$ cat config.mk
export PLATFORM = sky130hd
export DESIGN_NAME = vga_timing_ctrl
export DESIGN_NICKNAME = d
export VERILOG_FILES = /design/src/rtl/vga_pkg.sv /design/src/rtl/vga_axis_counter.sv /design/src/rtl/vga_timing_ctrl.sv
export SDC_FILE = /design/constraint.sdc
export NUM_CORES = 1
export LEC_CHECK = 0
export ABC_AREA = 1
export ABC_CLOCK_PERIOD_IN_PS = 4500
export CAP_MARGIN = 20
export CORE_UTILIZATION = 50
export DETAILED_ROUTE_END_ITERATION = 8
export DONT_BUFFER_PORTS = 1
export SETUP_SLACK_MARGIN = 0.4
export SYNTH_ARGS = -nofsm -noshare
export SYNTH_HDL_FRONTEND = slang
export SYNTH_SLANG_ARGS = --single-unit
export TNS_END_PERCENT = 30
$ cat constraint.sdc
create_clock -name clk -period 4.5 [get_ports clk]
set_input_delay 0.45 -clock clk [delete_from_list [all_inputs] [get_ports clk]]
set_output_delay 0.45 -clock clk [all_outputs]
set_load 0.1 [all_outputs]
$ cat src/rtl/vga_pkg.sv
// vga_pkg: shared definitions for the VGA timing path.
//   - vga_state_t : scan sequencer states (IDLE / RUN / DRAIN)
//   - VGA_*       : 640x480@60 default timing constants
//   - COORD_W     : width of the x/y coordinate buses
package vga_pkg;

    localparam int COORD_W = 10;

    localparam int VGA_H_VIS  = 640;
    localparam int VGA_H_FP   = 16;
    localparam int VGA_H_SYNC = 96;
    localparam int VGA_H_BP   = 48;

    localparam int VGA_V_VIS  = 480;
    localparam int VGA_V_FP   = 10;
    localparam int VGA_V_SYNC = 2;
    localparam int VGA_V_BP   = 33;

    typedef enum logic [1:0] {
        IDLE  = 2'd0,
        RUN   = 2'd1,
        DRAIN = 2'd2
    } vga_state_t;

endpackage

$ cat src/rtl/vga_axis_counter.sv
// vga_axis_counter: one scan axis (horizontal or vertical).
//   clk, rst_n : clock, asynchronous active-low reset
//   step       : advance by one position (wraps TOT-1 -> 0)
//   clear      : hold the axis at position 0 (overrides step)
//   count      : current position, registered
//   wrap       : count is at the last position (TOT-1); combinational
//   sync_n     : active-low sync, low for SYNC_START <= count < SYNC_END
//   vis        : high for count < VIS
module vga_axis_counter
    import vga_pkg::*;
#(
    parameter int TOT        = 800,
    parameter int SYNC_START = 656,
    parameter int SYNC_END   = 752,
    parameter int VIS        = 640
) (
    input  logic               clk,
    input  logic               rst_n,
    input  logic               step,
    input  logic               clear,
    output logic [COORD_W-1:0] count,
    output logic               wrap,
    output logic               sync_n,
    output logic               vis
);

    localparam logic [COORD_W-1:0] LAST = COORD_W'(TOT - 1);
    localparam logic [COORD_W-1:0] SS   = COORD_W'(SYNC_START);
    localparam logic [COORD_W-1:0] SE   = COORD_W'(SYNC_END);
    localparam logic [COORD_W-1:0] VL   = COORD_W'(VIS);

    logic [COORD_W-1:0] count_d;

    assign wrap = (count == LAST);

    always_comb begin
        count_d = count;
        if (clear)
            count_d = '0;
        else if (step)
            count_d = wrap ? '0 : count + 1'b1;
    end

    // sync_n and vis are decoded from the next count, so they change on the
    // same edge as count and always describe the position being shown.
    always_ff @(posedge clk or negedge rst_n) begin
        if (!rst_n) begin
            count  <= '0;
            sync_n <= 1'b1;
            vis    <= 1'b1;
        end else begin
            count  <= count_d;
            sync_n <= !((count_d >= SS) && (count_d < SE));
            vis    <= (count_d < VL);
        end
    end

endmodule

$ cat src/rtl/vga_timing_ctrl.sv
// vga_timing_ctrl: VGA frame sequencer.
//   clk, rst_n   : 100 MHz clock, asynchronous active-low reset
//   pix_tick     : one-clk pulse per pixel period
//   en           : level request to scan; start/stop only at frame boundary
//   hsync, vsync : active-low syncs
//   video_on     : (x,y) inside the visible area while scanning
//   x, y         : current pixel position
//   line_start   : one-clk pulse after x wraps to 0
//   frame_start  : one-clk pulse after (x,y) becomes (0,0) while running
//   busy         : high in RUN and DRAIN
module vga_timing_ctrl
    import vga_pkg::*;
#(
    parameter int H_VIS  = VGA_H_VIS,
    parameter int H_FP   = VGA_H_FP,
    parameter int H_SYNC = VGA_H_SYNC,
    parameter int H_BP   = VGA_H_BP,
    parameter int V_VIS  = VGA_V_VIS,
    parameter int V_FP   = VGA_V_FP,
    parameter int V_SYNC = VGA_V_SYNC,
    parameter int V_BP   = VGA_V_BP
) (
    input  logic               clk,
    input  logic               rst_n,
    input  logic               pix_tick,
    input  logic               en,
    output logic               hsync,
    output logic               vsync,
    output logic               video_on,
    output logic [COORD_W-1:0] x,
    output logic [COORD_W-1:0] y,
    output logic               line_start,
    output logic               frame_start,
    output logic               busy
);

    localparam int H_TOT = H_VIS + H_FP + H_SYNC + H_BP;
    localparam int V_TOT = V_VIS + V_FP + V_SYNC + V_BP;

    if (H_TOT > 1024 || V_TOT > 1024) begin : g_bad_timing
        $error("vga_timing_ctrl: H_TOT/V_TOT must not exceed 1024");
    end

    vga_state_t state, state_d;
    logic       h_step, v_step, h_wrap, v_wrap, frame_wrap, clear;
    logic       h_vis, v_vis, fs_d;

    assign clear      = (state == IDLE);
    assign h_step     = (state != IDLE) && pix_tick;
    assign v_step     = h_step && h_wrap;
    assign frame_wrap = v_step && v_wrap;

    vga_axis_counter #(
        .TOT        (H_TOT),
        .SYNC_START (H_VIS + H_FP),
        .SYNC_END   (H_VIS + H_FP + H_SYNC),
        .VIS        (H_VIS)
    ) u_h (
        .clk    (clk),
        .rst_n  (rst_n),
        .step   (h_step),
        .clear  (clear),
        .count  (x),
        .wrap   (h_wrap),
        .sync_n (hsync),
        .vis    (h_vis)
    );

    vga_axis_counter #(
        .TOT        (V_TOT),
        .SYNC_START (V_VIS + V_FP),
        .SYNC_END   (V_VIS + V_FP + V_SYNC),
        .VIS        (V_VIS)
    ) u_v (
        .clk    (clk),
        .rst_n  (rst_n),
        .step   (v_step),
        .clear  (clear),
        .count  (y),
        .wrap   (v_wrap),
        .sync_n (vsync),
        .vis    (v_vis)
    );

    // DRAIN with en back high resumes RUN; a wrap on that same tick is a
    // normal RUN wrap and pulses frame_start.
    always_comb begin
        state_d = state;
        fs_d    = 1'b0;
        case (state)
            IDLE: begin
                if (pix_tick && en) begin
                    state_d = RUN;
                    fs_d    = 1'b1;
                end
            end
            RUN: begin
                fs_d = frame_wrap;
                if (!en)
                    state_d = DRAIN;
            end
            DRAIN: begin
                if (en) begin
                    state_d = RUN;
                    fs_d    = frame_wrap;
                end else if (frame_wrap) begin
                    state_d = IDLE;
                end
            end
            default: state_d = IDLE;
        endcase
    end

    always_ff @(posedge clk or negedge rst_n) begin
        if (!rst_n) begin
            state       <= IDLE;
            busy        <= 1'b0;
            line_start  <= 1'b0;
            frame_start <= 1'b0;
        end else begin
            state       <= state_d;
            busy        <= (state_d != IDLE);
            line_start  <= v_step;
            frame_start <= fs_d;
        end
    end

    // All three terms are flop outputs updated on the same edge.
    assign video_on = h_vis && v_vis && busy;

endmodule

== Yosys cells after proc, flatten, opt, wreduce, memory -nomap -nowiden ==
Cells that the tools add are included.

* Input bits: 4
* Logic and storage cells: 49
* Register bits: 29
* Output and inout port bits: 26

* Mux-type cells: 14
* Magnitude comparators: 6
* Eq/ne operators: 4
* $add $sub $neg: 2
* Reduce and logical (&&, ||, !) cells: 13

{| class="wikitable"
|+ Operator list
! operator !! number
|-
| $mux 10 || 6
|-
| $add 10x1->10 const B || 2
|-
| $eq 10x10->1 const B || 2
|-
| $lt 10x10->1 const B || 2
|-
| $lt 10x9->1 const B || 2
|-
| $ge 10x10->1 const B || 1
|-
| $ge 10x9->1 const B || 1
|-
| $logic_and 1x1->1 || 8
|-
| $mux 2 || 4
|-
| $pmux 2 s3 || 1
|-
| $reduce_bool 2->1 || 2
|-
| $pmux 1 s3 || 1
|-
| $eq 2x1->1 const B || 1
|-
| $eq 2x2->1 const B || 1
|-
| $logic_not 1->1 || 2
|-
| $logic_not 2->1 || 1
|-
| $mux 1 || 2
|}

== Longest topological paths before layout ==
* Word-level depth: 8
* Depth in mapped cells: 12
* Mapped depth without buffers: 12

== By module ==
From an unflattened synthesis, not the netlist that was laid out.

* Cell total of the unflattened synthesis: 242
* Area, all modules: 1717.9 µm²

{| class="wikitable"
|+ By module, submodules not included
! module !! cells each !! area an instance (µm²) !! times used !! sequential area each (µm²)
|-
| vga_axis_counter at u_v || 109 || 747.0 || 1 || 302.8
|-
| vga_axis_counter at u_h || 103 || 724.4 || 1 || 302.8
|-
| vga_timing_ctrl || 30 || 246.5 || 1 || 125.1
|}

== Worst setup path before layout ==
Ideal clock, no wire load.

* Kind: register -> register
* Start: reg u_h.count[0]
* End: reg busy
* Path slack: 2105 ps
* Buffers on the path: 0
* Required time: 4376 ps
* Stages on the path, launching flop included: 9
* Period minus slack after synthesis: 2395 ps
* Data arrival time: 2271 ps
* Library setup time: 124 ps
* Path through: dfrtp_1 ha_1 nand2_1 nor2_4 nand3_4 or2_4 a21oi_2 nor2_1 or2_1

* Longest elaborated chain between the ends: 7

{| class="wikitable"
|+ Ends and longest elaborated chain
! element !! RTL line !! text
|-
| from (decl) || vga_axis_counter.sv:21 || <nowiki>output logic [COORD_W-1:0] count,</nowiki>
|-
| from (signal assigned) || vga_axis_counter.sv:52 || <nowiki>count <= count_d;</nowiki>
|-
| $eq 10x10->1 || vga_axis_counter.sv:34 || <nowiki>assign wrap = (count == LAST);</nowiki>
|-
| $logic_and 1x1->1 || vga_timing_ctrl.sv:50 || <nowiki>assign v_step = h_step && h_wrap;</nowiki>
|-
| $logic_and 1x1->1 || vga_timing_ctrl.sv:51 || <nowiki>assign frame_wrap = v_step && v_wrap;</nowiki>
|-
| $mux 2 || vga_timing_ctrl.sv:106 || <nowiki>end else if (frame_wrap) begin</nowiki>
|-
| $mux 2 || vga_timing_ctrl.sv:103 || <nowiki>if (en) begin</nowiki>
|-
| $pmux 2 s3 || vga_timing_ctrl.sv:90 || <nowiki>case (state)</nowiki>
|-
| via state_d[1] || vga_timing_ctrl.sv:44 || <nowiki>vga_state_t state, state_d;</nowiki>
|-
| $reduce_bool 2->1 || vga_timing_ctrl.sv:122 || <nowiki>busy <= (state_d != IDLE);</nowiki>
|-
| to (signal assigned) || vga_timing_ctrl.sv:122 ||
|-
| to (decl) || vga_timing_ctrl.sv:34 || <nowiki>output logic busy</nowiki>
|}

The timed path passes the listed nets, and every way through them passes these cells.

== Worst setup path after layout ==
* Start: reg busy
* End: out video_on

* Longest elaborated chain between the ends: 1

{| class="wikitable"
|+ Ends and longest elaborated chain
! element !! RTL line !! text
|-
| $logic_and 1x1->1 || vga_timing_ctrl.sv:129 || <nowiki>assign video_on = h_vis && v_vis && busy;</nowiki>
|-
| to (decl) || vga_timing_ctrl.sv:29 || <nowiki>output logic video_on,</nowiki>
|}

Every way passes these cells.

==> run metrics <==
WL/cell roughly 14 um; DRT antenna net count 0; total chip power 540 uW; Synth Area in Adders under 10%; vias per cell 5.31; Ports 30; footprint of the multi-input gates approximately 920 um2; diode count 0; total track usage between 20% and 30%; initial antenna violation count 0; Min Hold Slack about 210 ps; Worst Setup End Kind output port; TritonRoute pass-1 iters 4; CTS tree built; crit path max fanout 2; Mapped Cells between 200 and 250; status complete, no violations; setup TNS 0 ps; placement row count 21; Pwr Density ~280 nW/um2; layout cells sized above 1 about 14%; Max-Cap Viols 0; Min Clock Period, post-route between 2000 and 3000 ps; Critical Path Start Type flop; Setup Crit Path Kind reg -> out; filler cell count about 310; RSZ-0062 raised after global routing no; Util after Layout 57.0%; Synthesized Nets 251; DIE WIDTH 62.1 um; Lkg Pwr approximately 0.00093 uW; clock latency on the worst-skew pair around 320 ps; Die Y around 62 um; IO Port Bufs 0; skew final about 8.6 ps; VDD IR max ~0.00022 V; Tcrit/Tclk final between 50% and 60%; total gr overflow 0; Final HPWL DP approximately 3100 um; Longest Clk Path Bufs 2; nets about 260; library cells used by synthesis 34; worst slew pin tran around 1000 ps; Synth Cell Area 1810 um2; Slew Limit Fails 0; max incr delay on CP around 930 ps; XOR/XNOR Fraction of Synth Area just under 2%; fmax around 0.38 GHz; Num CTS Buffers 5; Max stage delay cell, worst path dfrtp_1; post-synthesis sequential area ratio 40.5%; CTS clk-pin slew, worst paths 80 ps; Fin. Hold Viols 0; gate family responsible for the most delay along the worst path flip-flops; total number of vias 1581; sequence of cells on the critical path and3_1; syn_area_per_cell between 7 and 8 um2; drt drc 0; compound-gate portion of the synthesized area 8.04%; Worst Path Required just over 4000 ps; Initial Utilization a little over half; initial DRC count just over 100; Total Wirelength 4090 um; clk root buf clkbuf_4; final setup vio count 0; Reg area roughly 730 um2; largest net degree at the start of global routing 30; Syn. warnings 0; Worst Path Buf+Inv 0; first-pass GRT wire length 6460 um; H-tree lvl count 2; Yosys reg bits 29; Die ar. 3860 um2; WP data arrival 2170 ps; Area Growth Syn to Fin 7.07%; Hold Crit Class in -> reg; largest family of logic cells by synthesized area simple AND/OR/NAND/NOR gates; Rel. slew slack between 30% and 40%; vias in the first global route about 1500; routability cong. between 0.9 and 1; clk sink count 29; PostCTS Resize Cnt 0; mux cell area share after synthesis 0%; Core Area 3390 um2; Synth Area in Simple Gates 38.7%
sequential cells by signal, summed over array words and instances, names as in the netlist:
signal       count
busy             1
frame_start      1
line_start       1
state            2
u_h.count       10
u_h.sync_n       1
u_h.vis          1
u_v.count       10
u_v.sync_n       1
u_v.vis          1
timing repair:
| action | in CTS | in global routing |
|---|---|---|
| setup endpoints to repair | 0 | 0 |
| hold buffers | 2 | 0 |
| endpoints found under the hold margin | 29 | 0 |
| setup buffers | 0 | 0 |
report_power, final:
group	internal [uW]	total [uW]	switching, uW
clock network	77.0	162	85.1
registers	267	315	48.5
logic	15.3	63.2	47.9
layer usage:
| layer | wire, um | part of all wire, % | track usage (%) |
|---|---|---|---|
| met1 | 1850 | 45 | 29.8 |
| met2 | 1880 | 46 | 38.8 |
| met3 | 278 | 6.8 | 6.83 |
| met4 | 78 | 1.9 | 10.2 |
| met5 | 0 | 0 | 0 |
kinds of logic (layout without fill, tap and decap cells):
kind of cell    Yosys count  after routing
simple gates            145            145
buf+inv                  39             47
flops                    29             29
compound gates           24             24
xor+xnor                  4              4
fa+ha+maj                 3              3
Yosys cell counts:
cell / n / share of area [%]
nand2_2: 3 / 1.0
inv_1: 32 / 6.7
nand2_1: 63 / 13
nor3_1: 4 / 1.1
dfstp_2: 4 / 5.8
nand4_4: 1 / 1.2
o32ai_1: 1 / 0.49
a21oi_1: 6 / 1.7
or2_1: 1 / 0.35
dfrtp_1: 25 / 35
ha_1: 3 / 2.1
nand4_2: 1 / 0.69
xor2_1: 4 / 1.9
and3_1: 1 / 0.35
buf_6: 1 / 0.62
nand3b_1: 1 / 0.42
nor3_2: 1 / 0.55
or2_4: 1 / 0.49
nand3_4: 1 / 0.97
nor2_2: 5 / 1.7
a21o_1: 1 / 0.42
o21ai_0: 5 / 1.4
nor2_4: 4 / 2.5
o21bai_1: 2 / 0.83
buf_4: 1 / 0.42
nand3_1: 25 / 6.9
nor2_1: 31 / 6.4
nand3_2: 1 / 0.55
o211ai_1: 2 / 0.83
inv_2: 5 / 1.0
o21ai_1: 4 / 1.1
nand4_1: 1 / 0.35
a21oi_2: 1 / 0.49
a211oi_1: 2 / 0.83
area by class of cell:
cell class                 instances  share of cell area (%)
sequential                        29                    37.8
inverter                          37                    7.18
clock buffer                       8                    3.04
tap                               46                    2.98
timing repair buffer               2                    1.55
multi-input combinational        176                    47.4
metrics by stage:
step | instances | instance area [um2] | worst slack, ps
global route | 298 | 1930 | 1710
floorplan | 244 | 1810 | 2100
detailed placement | 288 | 1840 | 1910
global placement | 288 | 1840 | 1980
CTS | 298 | 1930 | 1870
finish | 298 | 1930 | 1880
path summary, 6_finish.rpt:
path                                    from           end  slack (ps)  depth (start not counted)
max in group asynchronous              rst_n       u_h.vis        3700                          2
worst max register to register  u_h.count[0]    u_h.sync_n        1910                         10
worst max-delay path                    busy      video_on        1880                          1
worst min register to register      state[0]  u_h.count[2]         640                          2
worst min-delay path                      en      state[1]         210                          1
min in group asynchronous              rst_n  u_v.count[9]         560                          2
cells in the final DEF (no fill, tap or decap), drive strengths merged:
cell,n
dfstp,4
or2,2
clkbuf,8
and3,1
a211oi,2
o21ai,9
inv,37
xor2,4
ha,3
dlygate4sd3,1
o21bai,2
a21oi,7
o32ai,1
nand2,66
nand3b,1
o211ai,2
a21o,1
nand3,27
nand4,3
nor3,5
dfrtp,25
buf,1
nor2,40
Power figures use the tool's default switching activity.
